### src/rtl/gnr_attractor_ctrl.sv
// rtl/gnr_attractor_ctrl.sv - attractor sweep controller for two-copy GRN node blocks
//
// Purpose: sweeps initial states init_first..init_last. For each one it loads
// the nodes, steps them tortoise/hare style and reports the step count at
// which s0 == s1 (checked on even counts only) or a timeout at MAX_STEPS.
//
// Ports:
//   clk, rst               clock, asynchronous active-low reset
//   start                  sweep start pulse (honoured in IDLE only)
//   init_first, init_last  inclusive sweep range, latched on start
//   s0_vec, s1_vec         tortoise / hare node state vectors
//   reset_nos, init_state  node load strobe and load value
//   start_s0, start_s1     node step strobes
//   busy, done             run status, end-of-sweep pulse
//   res_valid/res_ready    result handshake; res_init/res_steps/res_timeout payload
module gnr_attractor_ctrl #(
  parameter int unsigned           N_NODES   = 8,
  parameter int unsigned           CNT_W     = 16,
  parameter logic [CNT_W-1:0]      MAX_STEPS = 16'hFFFF
) (
  input  logic               clk,
  input  logic               rst,
  input  logic               start,
  input  logic [N_NODES-1:0] init_first,
  input  logic [N_NODES-1:0] init_last,
  input  logic [N_NODES-1:0] s0_vec,
  input  logic [N_NODES-1:0] s1_vec,
  output logic               reset_nos,
  output logic [N_NODES-1:0] init_state,
  output logic               start_s0,
  output logic               start_s1,
  output logic               busy,
  output logic               done,
  output logic               res_valid,
  input  logic               res_ready,
  output logic [N_NODES-1:0] res_init,
  output logic [CNT_W-1:0]   res_steps,
  output logic               res_timeout
);

  typedef enum logic [2:0] {
    S_IDLE,
    S_LOAD,
    S_STEP,
    S_CHECK,
    S_REPORT,
    S_DONE
  } state_t;

  state_t             state_q, state_d;
  logic [N_NODES-1:0] cur_init_q, cur_init_d;
  logic [N_NODES-1:0] last_q, last_d;
  logic [CNT_W-1:0]   k_q, k_d;
  logic [N_NODES-1:0] res_init_q, res_init_d;
  logic [CNT_W-1:0]   res_steps_q, res_steps_d;
  logic               res_timeout_q, res_timeout_d;

  always_ff @(posedge clk or negedge rst) begin
    if (!rst) begin
      state_q       <= S_IDLE;
      cur_init_q    <= '0;
      last_q        <= '0;
      k_q           <= '0;
      res_init_q    <= '0;
      res_steps_q   <= '0;
      res_timeout_q <= 1'b0;
    end else begin
      state_q       <= state_d;
      cur_init_q    <= cur_init_d;
      last_q        <= last_d;
      k_q           <= k_d;
      res_init_q    <= res_init_d;
      res_steps_q   <= res_steps_d;
      res_timeout_q <= res_timeout_d;
    end
  end

  always_comb begin
    state_d       = state_q;
    cur_init_d    = cur_init_q;
    last_d        = last_q;
    k_d           = k_q;
    res_init_d    = res_init_q;
    res_steps_d   = res_steps_q;
    res_timeout_d = res_timeout_q;

    unique case (state_q)
      S_IDLE: begin
        if (start) begin
          cur_init_d = init_first;
          last_d     = init_last;
          state_d    = (init_last < init_first) ? S_DONE : S_LOAD;
        end
      end
      S_LOAD: begin
        k_d     = '0;
        state_d = S_STEP;
      end
      S_STEP: begin
        // k counts hare steps; it is already updated when CHECK looks at it.
        k_d     = (k_q == MAX_STEPS) ? k_q : k_q + 1'b1;
        state_d = S_CHECK;
      end
      S_CHECK: begin
        // Tortoise has taken k/2 steps only when k is even, so odd k is never compared.
        if (!k_q[0] && (s0_vec == s1_vec)) begin
          res_init_d    = cur_init_q;
          res_steps_d   = k_q;
          res_timeout_d = 1'b0;
          state_d       = S_REPORT;
        end else if (k_q == MAX_STEPS) begin
          res_init_d    = cur_init_q;
          res_steps_d   = k_q;
          res_timeout_d = 1'b1;
          state_d       = S_REPORT;
        end else begin
          state_d = S_STEP;
        end
      end
      S_REPORT: begin
        if (res_ready) begin
          // Test for the last state before incrementing so an all-ones range end cannot wrap.
          if (cur_init_q == last_q) begin
            state_d = S_DONE;
          end else begin
            cur_init_d = cur_init_q + 1'b1;
            state_d    = S_LOAD;
          end
        end
      end
      S_DONE: begin
        state_d = S_IDLE;
      end
      default: begin
        state_d = S_IDLE;
      end
    endcase
  end

  assign reset_nos   = (state_q == S_LOAD);
  assign start_s0    = (state_q == S_STEP);
  assign start_s1    = (state_q == S_STEP);
  assign busy        = (state_q == S_LOAD) || (state_q == S_STEP) ||
                       (state_q == S_CHECK) || (state_q == S_REPORT);
  assign done        = (state_q == S_DONE);
  assign res_valid   = (state_q == S_REPORT);
  assign init_state  = cur_init_q;
  assign res_init    = res_init_q;
  assign res_steps   = res_steps_q;
  assign res_timeout = res_timeout_q;

endmodule

### config.mk
export PLATFORM = sky130hd
export DESIGN_NAME = gnr_attractor_ctrl
export DESIGN_NICKNAME = d
export VERILOG_FILES = /design/src/rtl/gnr_attractor_ctrl.sv
export SDC_FILE = /design/constraint.sdc
export NUM_CORES = 1
export LEC_CHECK = 0
export CAP_MARGIN = 20
export CORE_MARGIN = 2
export CORE_UTILIZATION = 50
export DETAILED_ROUTE_END_ITERATION = 10
export DONT_BUFFER_PORTS = 1
export GPL_TIMING_DRIVEN = 0
export PLACE_DENSITY = 0.68
export SYNTH_ARGS = -nofsm -noshare
export SYNTH_HDL_FRONTEND = slang
export SYNTH_SLANG_ARGS = --single-unit
export TNS_END_PERCENT = 20
### constraint.sdc
create_clock -name clk -period 2 [get_ports clk]
set_input_delay 0.4 -clock clk [delete_from_list [all_inputs] [get_ports clk]]
set_output_delay 0.4 -clock clk [all_outputs]
set_load 0.05 [all_outputs]
# Word-level counts from Yosys, hierarchy flattened
# Cells that the tools add are included.
# Widths: inputs -> output; s select.
# totals
register_bits	60
wordCells	55
out_inout_bits	39
in_bits	36
# classes
reduce_logical	14
order_cmp	1
add_sub_neg	2
n_mux	19
eq_ne	12
# ops
cell	count
$mux 16	3
$mux 8	5
$pmux 16 s2	1
$mux 3	6
$add 16x1->16 const B	1
$eq 16x16->1 const B	1
$eq 8x8->1	2
$pmux 8 s2	1
$pmux 3 s5	1
$add 8x1->8 const B	1
$lt 8x8->1	1
$reduce_and 2->1	4
$eq 3x2->1 const B	2
$eq 3x3->1 const B	2
$ne 2x2->1 const B	3
$reduce_bool 2->1	3
$reduce_and 4->1	1
$eq 3x1->1 const B	1
$logic_not 3->1	1
$logic_or 1x1->1	3
$mux 1	2
$ne 2x1->1 const B	1
$logic_and 1x1->1	1
$logic_not 1->1	1

# Longest topological paths before layout
# Gate-level depths: netlist of the first run.
# depth
ltp_word	4
mapped_depth	8
mapped_depth_nobuf	7

# Worst setup path after synthesis of the first run
# OpenSTA, ideal clock, no wires.
# synth_timing
kind	reg2reg
start	register cur_init_q[3] (netlist: init_state[3])
end	register cur_init_q[1] (netlist: init_state[1])
n_path_buf	1
path_stages_with_launch	7
t_required_ps	1875
setup_time_ps	125
period_less_slack_ps	2279
arrival_ps	2155
setup_slack_ps	-279
path_cell_list	dfrtp_1 buf_2 xor2_1 nor4_1 nand3_1 nand2_1 mux2_2
# synth_between
elab_chain_len	3
# synth_rtl
element	line_no	rtl
from (decl)	51	logic [N_NODES-1:0] cur_init_q, cur_init_d;
from (signal assigned)	69	cur_init_q <= cur_init_d;
$eq 8x8->1	123	if (cur_init_q == last_q) begin
$ne 2x2->1 (no source line)	n/a	
$reduce_and 4->1 (no source line)	n/a	
# No other way between the ends.
# A chain may end at the register's enable or synchronous reset.

# Worst setup path in the final report of the first run
# layout_timing
start	register k_q[1]
end	register res_steps_q[12] (netlist: res_steps[12])
# layout_between
elab_chain_len	3
# layout_rtl
element	line_no	rtl
from (decl)	53	logic [CNT_W-1:0] k_q, k_d;
from (signal assigned)	71	k_q <= k_d;
$eq 16x16->1	111	end else if (k_q == MAX_STEPS) begin
$reduce_bool 2->1 (no source line)	n/a	
$reduce_and 2->1 (no source line)	n/a	
to (signal assigned)	73	res_steps_q <= res_steps_d;
to (decl)	55	logic [CNT_W-1:0] res_steps_q, res_steps_d;
# No other way between the ends.

==> results.cfg, run 1 <==
[floorplan]
die_x_um = 84.7
top_level_ports = 75
die_h_um = 84.7
dieArea_mm2 = 0.00717
core_area_mm2 = 0.00631
initial_core_util_pct = 51.6
rows = 29

[layout]
multi_input_comb_area_mm2 = 0.00175
nFillCells = 534
stdcell_area_mm2 = 0.00388
nNetsFinal = 368
final_layout_size_suffix_gt1_share_pct = 33.5
syn2layout_area_growth_pct = 19.1
seq_area_mm2 = 0.00152
diodes = 0

[pwr]
pwr-share-seq_pct = 50.0
p_clk_share_pct = 22.2
power_mw = 4.45
ir_drop_uv = 700
pwr-share-comb_pct = 27.8
internal_power_mw = 2.51
p_sw_share_pct = 43.7
switchingPower_mw = 1.95
power.density_mw_per_mm2 = 1150
leakage_nw = 1.73

[timing]
finalSetupViolCount = 4
fmax_mhz = 498
fin_setup_tns_ns = -0.0110
relSlewSlack_pct = 65.3
hold_ws_ns = 0.210
drv_slew = 0
fin_crit_ns = 2.01
tightestPinTransition_ns = 0.520
hold_viol_final = 0
worst_slack_ns = -0.00663
period_share_pct = 100
rsz0062_at_grt = true
finalClockSkew_ns = 0.00768

[routing]
drtAntennaViolNets = 0
routedWlPerCell_um = 17.6
dr_wl_met2_um = 3240
detail_route.wirelength_um = 7110
drcViolationCount = 0
wl_met3_um = 472
viasPerCell = 5.79
wl_met1_um = 3330
first_pass_iters = 4
routed.top_layer = met4
drtIter0Drc = 145
vias = 2346

[hold_path]
hold_depth = 1
hold_path_class = in -> reg
hold-path-endpoint = last_q[1]
hp-start = init_last[1]

[logic_synthesis]
ys_types = 54
syn_area_mm2 = 0.00326
yosysTopAreaCellShare_pct = 46.1
synth_seq_cells = 60
synth_seq_area_share_pct = 46.1
async_flop_share_pct = 100
synth_xor_area_share_pct = 6.99
synth.most_common_cell = dfrtp_1
syn_nets = 342
yosys_most_used_dff = dfrtp_1
avgSynthCellArea_um2 = 11.0
synth_edf_count = 0
synth_compound_area_share_pct = 9.95
synth_fa_ha_area_share_pct = 3.46
ys_top_cells_by_area = dfrtp_1 46%, mux2_4 8.8%, mux2_2 5.5%
synth_mux_area_share_pct = 14.3
yosys_warnings = 0
synth-simple-area-share_pct = 15.4
yosys-top-cells-count = 60 x dfrtp_1, 21 x nand2_1, 19 x mux2_4
syn_inst = 297
synth_top_family_by_area = simple AND/OR/NAND/NOR gates
yosysTopAreaCell = dfrtp_1

[worst_setup_path]
arrival_ns = 2.23
rr_startpoint = k_q[1]
path_max_fanout = 6
r2r_cells = 7
start_kind = flip-flop
cp.required_ns = 2.22
critical_path.endpoint_type = flip-flop
crit-reg2reg-capture = res_steps[12]
crit_type = reg -> reg
r2r_setup_slack_ns = -0.007

[status]
status = finished with violations
failed_checks = setup timing

[global_routing]
antenna_found_initial = 0
grt_pass1_vias = 2389
grt_pass1_wl_um = 12200
grt_max_degree = 61
grt_overflow_total = 0
track_usage_pct = 21.4

[clocking]
root_buffer = clkbuf_8
cts_tree = yes
cts_sinks = 60
clk_path_buf_depth = 2
cts_buffers = 9
cts-htree-levels = 3
clock_latency_ns = 0.34
cts.clk_slew.worst_paths_ns = 0.07

[placed_design]
pre_cts_slack_ns = -0.459
gp_congestion = 0.852
place_area_mm2 = 0.00337
io_buffers = 0
hpwlAfterDp_um = 4890

[run]
drv_cap = 0
[worst max-delay path by stage]
stage / start / to / slack [ns] / depth (start not counted)
3_3_place_gp: init_state[6] / init_state[1] / -0.42 / 5
4_1_cts: k_q[1] / res_steps[12] / -0.03 / 7
5_1_grt: k_q[1] / res_init[0] / -0.09 / 7
3_5_place_dp: init_state[6] / init_state[1] / -0.46 / 5
2_1_floorplan: init_state[6] / init_state[1] / -0.11 / 5
6_report: k_q[1] / res_steps[12] / -0.007 / 7
[cell usage in the layout, fill, tap and decap left out, types with 3 or more instances in the layout]
| master | count |
|---|---|
| xor2_1 | 14 |
| a31oi_1 | 4 |
| mux2_4 | 19 |
| clkinvlp_4 | 3 |
| buf_6 | 5 |
| o21ai_0 | 10 |
| nor2_1 | 16 |
| clkbuf_8 | 11 |
| ha_1 | 8 |
| nor2_4 | 3 |
| nor3_1 | 5 |
| dfrtp_1 | 49 |
| nand3_1 | 13 |
| nand4_1 | 12 |
| dfrtp_2 | 11 |
| nand2_1 | 20 |
| xnor2_1 | 12 |
| buf_4 | 12 |
| mux2_2 | 16 |
| a21oi_1 | 8 |
| o211ai_1 | 3 |
| inv_1 | 13 |
| or3_1 | 3 |
| a211oi_1 | 3 |
[registers in the layout, summed over array words and instances (netlist names)]
register and count:
k_q 16, init_state 8, last_q 8, res_timeout 1, state_q 3, res_steps 16, res_init 8
[power by group through the flow]
stage	Clock, mW	Sequential (mW)	Combinational [mW]
detailed placement	0	2.23	0.934
CTS	1.01	2.22	1.21
global route	1.07	2.28	1.35
floorplan	0	2.10	0.811
global placement	0	2.21	0.900
finish	0.988	2.23	1.24
[repair_timing]
item,in CTS,in global routing
hold endpoints to repair,60,0
gates cloned,2,0
gates resized for setup,39,15
pin swaps,9,6
setup endpoints to repair,62,51
hold buffers,2,0
buffers inserted,11,1
[kinds of logic after synthesis]
family,count (synthesis)
adders and majority gates,9
DFF,60
AOI/OAI and AO/OA,47
buffers and inverters,26
and+or+nand+nor,94
muxes,35
xor gates and xnor gates,26
[per-layer routing]
metal / vias up / track usage, %
met5: - / 0
met4: 0 / 5.48
met2: 79 / 31.1
li1: 1122 / -
met3: 6 / 7.37
met1: 1139 / 30.7
[metrics by stage]
stage | std cells | util, %
after floorplan | 297 | -
after global placement | 374 | 53.3
after detailed placement | 374 | 53.3
after CTS | 404 | 60.4
after global routing | 405 | 61.4
final | 405 | 61.4
[worst max-delay path, cell delays in order (launching register included)]
cell and delay (ns):
dfrtp_1 0.38, ha_4 0.16, nand3_4 0.08, or4_4 0.56
nor2_4 0.15, nor2_4 0.09, buf_6 0.17, mux2_4 0.29
[layout make-up]
class | instances | share of cell area [%]
Multi-Input combinational cell | 211 | 45.1
Sequential cell | 60 | 39.1
Timing Repair Buffer | 16 | 3.87
Clock buffer | 11 | 3.65
Buffer | 10 | 3.07
Tap cell | 77 | 2.48
Inverter | 15 | 1.84
Clock inverter | 5 | 0.936
Note: power is estimated with default switching activity, not from simulation.
==> run 2: changes to the inputs <==
--- a/config.mk
+++ b/config.mk
@@ -8,6 +8,7 @@
 export CAP_MARGIN = 20
 export CORE_MARGIN = 2
 export CORE_UTILIZATION = 50
+export CTS_BUF_LIST = sky130_fd_sc_hd__clkbuf_2 sky130_fd_sc_hd__clkbuf_4 sky130_fd_sc_hd__clkbuf_8
 export DETAILED_ROUTE_END_ITERATION = 10
 export DONT_BUFFER_PORTS = 1
 export GPL_TIMING_DRIVEN = 0
==> results.cfg, run 2 (synthesized netlist as in run 1, its figures left out) <==
[pwr]
pwr-share-comb_pct = 27.6
pwr-share-seq_pct = 50.0
p_clk_share_pct = 22.5
power.density_mw_per_mm2 = 1150
power_mw = 4.48
leakage_nw = 1.74
internal_power_mw = 2.52
p_sw_share_pct = 43.7
ir_drop_uv = 703
switchingPower_mw = 1.96

[timing]
rsz0062_at_grt = true
hold_viol_final = 0
finalSetupViolCount = 3
relSlewSlack_pct = 65.2
fmax_mhz = 498
fin_crit_ns = 2.01
hold_ws_ns = 0.209
finalClockSkew_ns = 0.00704
period_share_pct = 100
worst_slack_ns = -0.00679
drv_slew = 0
tightestPinTransition_ns = 0.522

[floorplan]
initial_core_util_pct = 51.6
core_area_mm2 = 0.00631
die_h_um = 84.7
die_x_um = 84.7
top_level_ports = 75
rows = 29
dieArea_mm2 = 0.00717

[placed_design]
io_buffers = 0
gp_congestion = 0.852
hpwlAfterDp_um = 4890

[global_routing]
grt_use_met2_pct = 31.5
met3_usage_pct = 6.78
grt_pass1_wl_um = 12300
grt_max_degree = 61
grt_util_met1_pct = 30.7
grt_pass1_vias = 2388
top_usage_layer = met2
track_usage_pct = 21.5
antenna_found_initial = 0
grt_overflow_total = 0

[routing]
routedWlPerCell_um = 17.8
drcViolationCount = 0
vias = 2364
first_pass_iters = 4
drtIter0Drc = 146
detail_route.wirelength_um = 7230
drtAntennaViolNets = 0
viasPerCell = 5.84

[clocking]
root_buffer = clkbuf_8
cts_sinks = 60
clk_path_buf_depth = 2
cts_buffers = 9
cts-htree-levels = 3
cts.clk_slew.worst_paths_ns = 0.07
cts_tree = yes
clock_latency_ns = 0.34

[run]
drv_cap = 0

[worst_setup_path]
critical_path.endpoint_type = flip-flop
start_kind = flip-flop
arrival_ns = 2.23
crit_type = reg -> reg
path_max_fanout = 6
cp.required_ns = 2.22

[layout]
final_common_cell = dfrtp_1
diodes = 0
syn2layout_area_growth_pct = 19.4
nFillCells = 532
final_layout_size_suffix_gt1_share_pct = 34.8
nNetsFinal = 368
final_cell_mix = 49 x dfrtp_1, 19 x mux2_4, 18 x nand2_1

[status]
status = finished with violations
failed_checks = setup timing

[hold_path]
hold_path_class = in -> reg
run 2: cell count changes in the layout (fill, tap and decap cells not counted), moves of 2 or more:
cell and delta:
nand2_2 +2, dfrtp_4 +2, dfrtp_2 -2, nand2_1 -2
run 2: worst max-delay path: stages, from the launching register on:
cell	delay, ns
dfrtp_1	0.38
ha_4	0.16
nand3_4	0.08
or4_4	0.56
nor2_4	0.15
nor2_4	0.09
buf_6	0.17
mux2_4	0.29
run 2: final cells by class:
type / count / area, um^2 / share of cell area [%]
buffer: 10 / 115 / 2.96
clock buffer: 11 / 145 / 3.73
clock inverter: 5 / 36.3 / 0.933
inverter: 15 / 71.3 / 1.83
multi-input combinational: 211 / 1750 / 45.1
sequential: 60 / 1520 / 39.1
tap: 77 / 96.3 / 2.48
timing repair buffer: 16 / 150 / 3.86
run 2: worst paths after layout:
path / end / slack [ns] / depth (start not counted) / start
worst max-delay path: res_steps[12] / -0.007 / 7 / k_q[1]
worst min register to register: last_q[0] / 0.54 / 1 / last_q[0]
max in group asynchronous: k_q[8] / 1.15 / 2 / rst
worst max register to register: res_steps[12] / -0.007 / 7 / k_q[1]
min in group asynchronous: res_steps[4] / 0.58 / 2 / rst
worst min-delay path: last_q[1] / 0.21 / 1 / init_last[1]
run 2: power by group through the flow:
stage | Clock [mW] | Combinational [mW] | Sequential (mW)
3_3_place_gp | 0 | 0.900 | 2.21
4_1_cts | 1.03 | 1.21 | 2.23
5_1_grt | 1.08 | 1.34 | 2.29
3_5_place_dp | 0 | 0.934 | 2.23
6_report | 1.01 | 1.24 | 2.24
2_1_floorplan | 0 | 0.811 | 2.10
run 2: timing repair:
item	in CTS	in global routing
setup buffers	11	1
setup endpoints to repair	62	50
hold endpoints to repair	60	0
hold buffers	2	0
resized for setup	41	17
gates cloned	2	0
pin swaps	9	7
run 2: stage by stage:
stage           TNS, ns  setup WS (ns)  instances  cell area (um^2)  util (%)
2_1_floorplan    -0.581         -0.106        297              3270         -
3_3_place_gp      -8.05         -0.416        374              3370      53.3
3_5_place_dp      -9.61         -0.459        374              3370      53.3
4_1_cts          -0.362        -0.0302        404              3820      60.5
5_1_grt           -1.75        -0.0887        405              3890      61.6
6_report       -0.00970       -0.00679        405              3890      61.6
run 2: per-layer routing:
layer / share of wire, % / wire length (um)
met2: 45 / 3270
met4: 0.82 / 59
met1: 47 / 3380
met5: 0 / 0
met3: 7.3 / 526
==> run 3: changes to the inputs <==
--- a/config.mk
+++ b/config.mk
@@ -5,12 +5,13 @@
 export SDC_FILE = /design/constraint.sdc
 export NUM_CORES = 1
 export LEC_CHECK = 0
-export CAP_MARGIN = 20
+export CAP_MARGIN = 40
 export CORE_MARGIN = 2
 export CORE_UTILIZATION = 50
 export CTS_BUF_LIST = sky130_fd_sc_hd__clkbuf_2 sky130_fd_sc_hd__clkbuf_4 sky130_fd_sc_hd__clkbuf_8
 export DETAILED_ROUTE_END_ITERATION = 10
 export DONT_BUFFER_PORTS = 1
+export GPL_ROUTABILITY_DRIVEN = 0
 export GPL_TIMING_DRIVEN = 0
 export PLACE_DENSITY = 0.68
 export SYNTH_ARGS = -nofsm -noshare
==> results.cfg, run 3 (synthesized netlist as in run 1, its figures left out) <==
[status]
status = finished with violations
failed_checks = setup timing

[layout]
diodes = 0
final_layout_size_suffix_gt1_share_pct = 35.6
nFillCells = 532
utilization_pct = 63.1
final_cell_mix = 48 x dfrtp_1, 19 x nand2_1, 19 x mux2_4
final_common_cell = dfrtp_1
syn2layout_area_growth_pct = 22.4
final_cells = 408
nNetsFinal = 372
multi_input_comb_area_mm2 = 0.00176
seq_area_mm2 = 0.00152

[global_routing]
antenna_found_initial = 0
track_usage_pct = 21.8
grt_overflow_total = 0
grt_max_degree = 61
grt_pass1_vias = 2448
grt_pass1_wl_um = 12400

[floorplan]
top_level_ports = 75
die_h_um = 84.7
rows = 29
dieArea_mm2 = 0.00717
initial_core_util_pct = 51.6
die_x_um = 84.7
core_area_mm2 = 0.00631

[timing]
hold_viol_final = 0
period_share_pct = 101
finalSetupViolCount = 21
hold_ws_ns = 0.223
fin_crit_ns = 2.02
rsz0062_at_grt = true
drv_slew = 0
worst_slack_ns = -0.0212
fin_setup_tns_ns = -0.163
tightestPinTransition_ns = 0.514
relSlewSlack_pct = 65.7
finalClockSkew_ns = 0.00536
fmax_mhz = 495

[routing]
drcViolationCount = 0
detail_route.wirelength_um = 7490
routedWlPerCell_um = 18.3
vias = 2434
drtIter0Drc = 169
drtAntennaViolNets = 0
first_pass_iters = 4
viasPerCell = 5.97

[clocking]
clk_path_buf_depth = 2
root_buffer = clkbuf_8
cts_tree = yes
cts-htree-levels = 3
cts_sinks = 60
cts_buffers = 9
cts.clk_slew.worst_paths_ns = 0.07
clock_latency_ns = 0.33

[worst_setup_path]
cp.required_ns = 2.21
start_kind = flip-flop
arrival_ns = 2.23
crit_type = reg -> reg
critical_path.endpoint_type = flip-flop
path_max_fanout = 5

[pwr]
p_clk_share_pct = 25.8
leakage_nw = 1.80
ir_drop_uv = 758
internal_power_mw = 2.78
switchingPower_mw = 1.95
pwr-share-seq_pct = 47.4
power_mw = 4.73
power.density_mw_per_mm2 = 1190
p_sw_share_pct = 41.2
pwr-share-comb_pct = 26.8

[run]
drv_cap = 0

[placed_design]
hpwlAfterDp_um = 4890
place_inst = 375
io_buffers = 0

[hold_path]
hold_path_class = in -> reg
-- run 3: cell types whose count changed in the layout (fill, tap and decap cells not counted), moves of 2 or more --
cell / before / now
clkinvlp_4: 3 / 0
buf_4: 13 / 16
bufinv_16: 0 / 2
dfrtp_2: 9 / 11
-- run 3: area by class of cell --
cell class / instances / area share (%)
timing repair buffer: 20 / 5.24
tap: 77 / 2.42
clock buffer: 11 / 3.64
sequential: 60 / 38.1
multi-input combinational: 211 / 44.3
buffer: 10 / 2.67
clock inverter: 4 / 1.85
inverter: 15 / 1.79
-- run 3: stage by stage --
| step | worst slack, ns | instance area [um^2] |
|---|---|---|
| 2_1_floorplan | -0.106 | 3270 |
| 3_3_place_gp | -0.416 | 3370 |
| 3_5_place_dp | -0.460 | 3380 |
| 4_1_cts | -0.0273 | 3890 |
| 5_1_grt | -0.0910 | 3990 |
| 6_report | -0.0212 | 3990 |
-- run 3: per-layer routing --
layer / part of all wire (%) / wire [um] / track usage [%] / vias to the layer above
met5: 0 / 0 / 0 / -
met2: 47 / 3490 / 32.1 / 104
li1: - / - / - / 1138
met4: 1.9 / 144 / 9.24 / 0
met3: 6.8 / 508 / 5.60 / 17
met1: 45 / 3350 / 30.4 / 1175
-- run 3: final timing paths --
kind / start / to / slack, ns / cells after the start
max in group asynchronous: rst / init_state[7] / 1.12 / 2
setup reg to reg: k_q[12] / res_steps[1] / -0.02 / 6
setup / recovery: k_q[12] / res_steps[1] / -0.02 / 6
min in group asynchronous: rst / res_steps[2] / 0.59 / 2
hold reg to reg: last_q[3] / last_q[3] / 0.54 / 1
hold / removal: init_last[0] / last_q[0] / 0.22 / 1
-- run 3: critical path, stage by stage (launching register included) --
cell and delay, ns:
dfrtp_1 0.42, nand4_1 0.16, or4_4 0.60, nor2_4 0.16, nor2_4 0.10, buf_4 0.18, mux2_2 0.28
-- run 3: power by group through the flow --
stage | combinational, mW | clock (mW) | sequential (mW)
3_3_place_gp | 0.900 | 0 | 2.21
2_1_floorplan | 0.811 | 0 | 2.10
4_1_cts | 1.23 | 1.23 | 2.23
6_report | 1.27 | 1.22 | 2.24
3_5_place_dp | 0.942 | 0 | 2.23
5_1_grt | 1.38 | 1.29 | 2.28
-- run 3: what timing repair did --
| item | CTS | global route |
|---|---|---|
| gates resized for setup | 41 | 19 |
| setup endpoints to repair | 62 | 52 |
| hold endpoints to repair | 60 | 0 |
| buffers inserted | 12 | 3 |
| pin swaps | 9 | 8 |
| cloned | 2 | 0 |
| hold buffers | 2 | 0 |
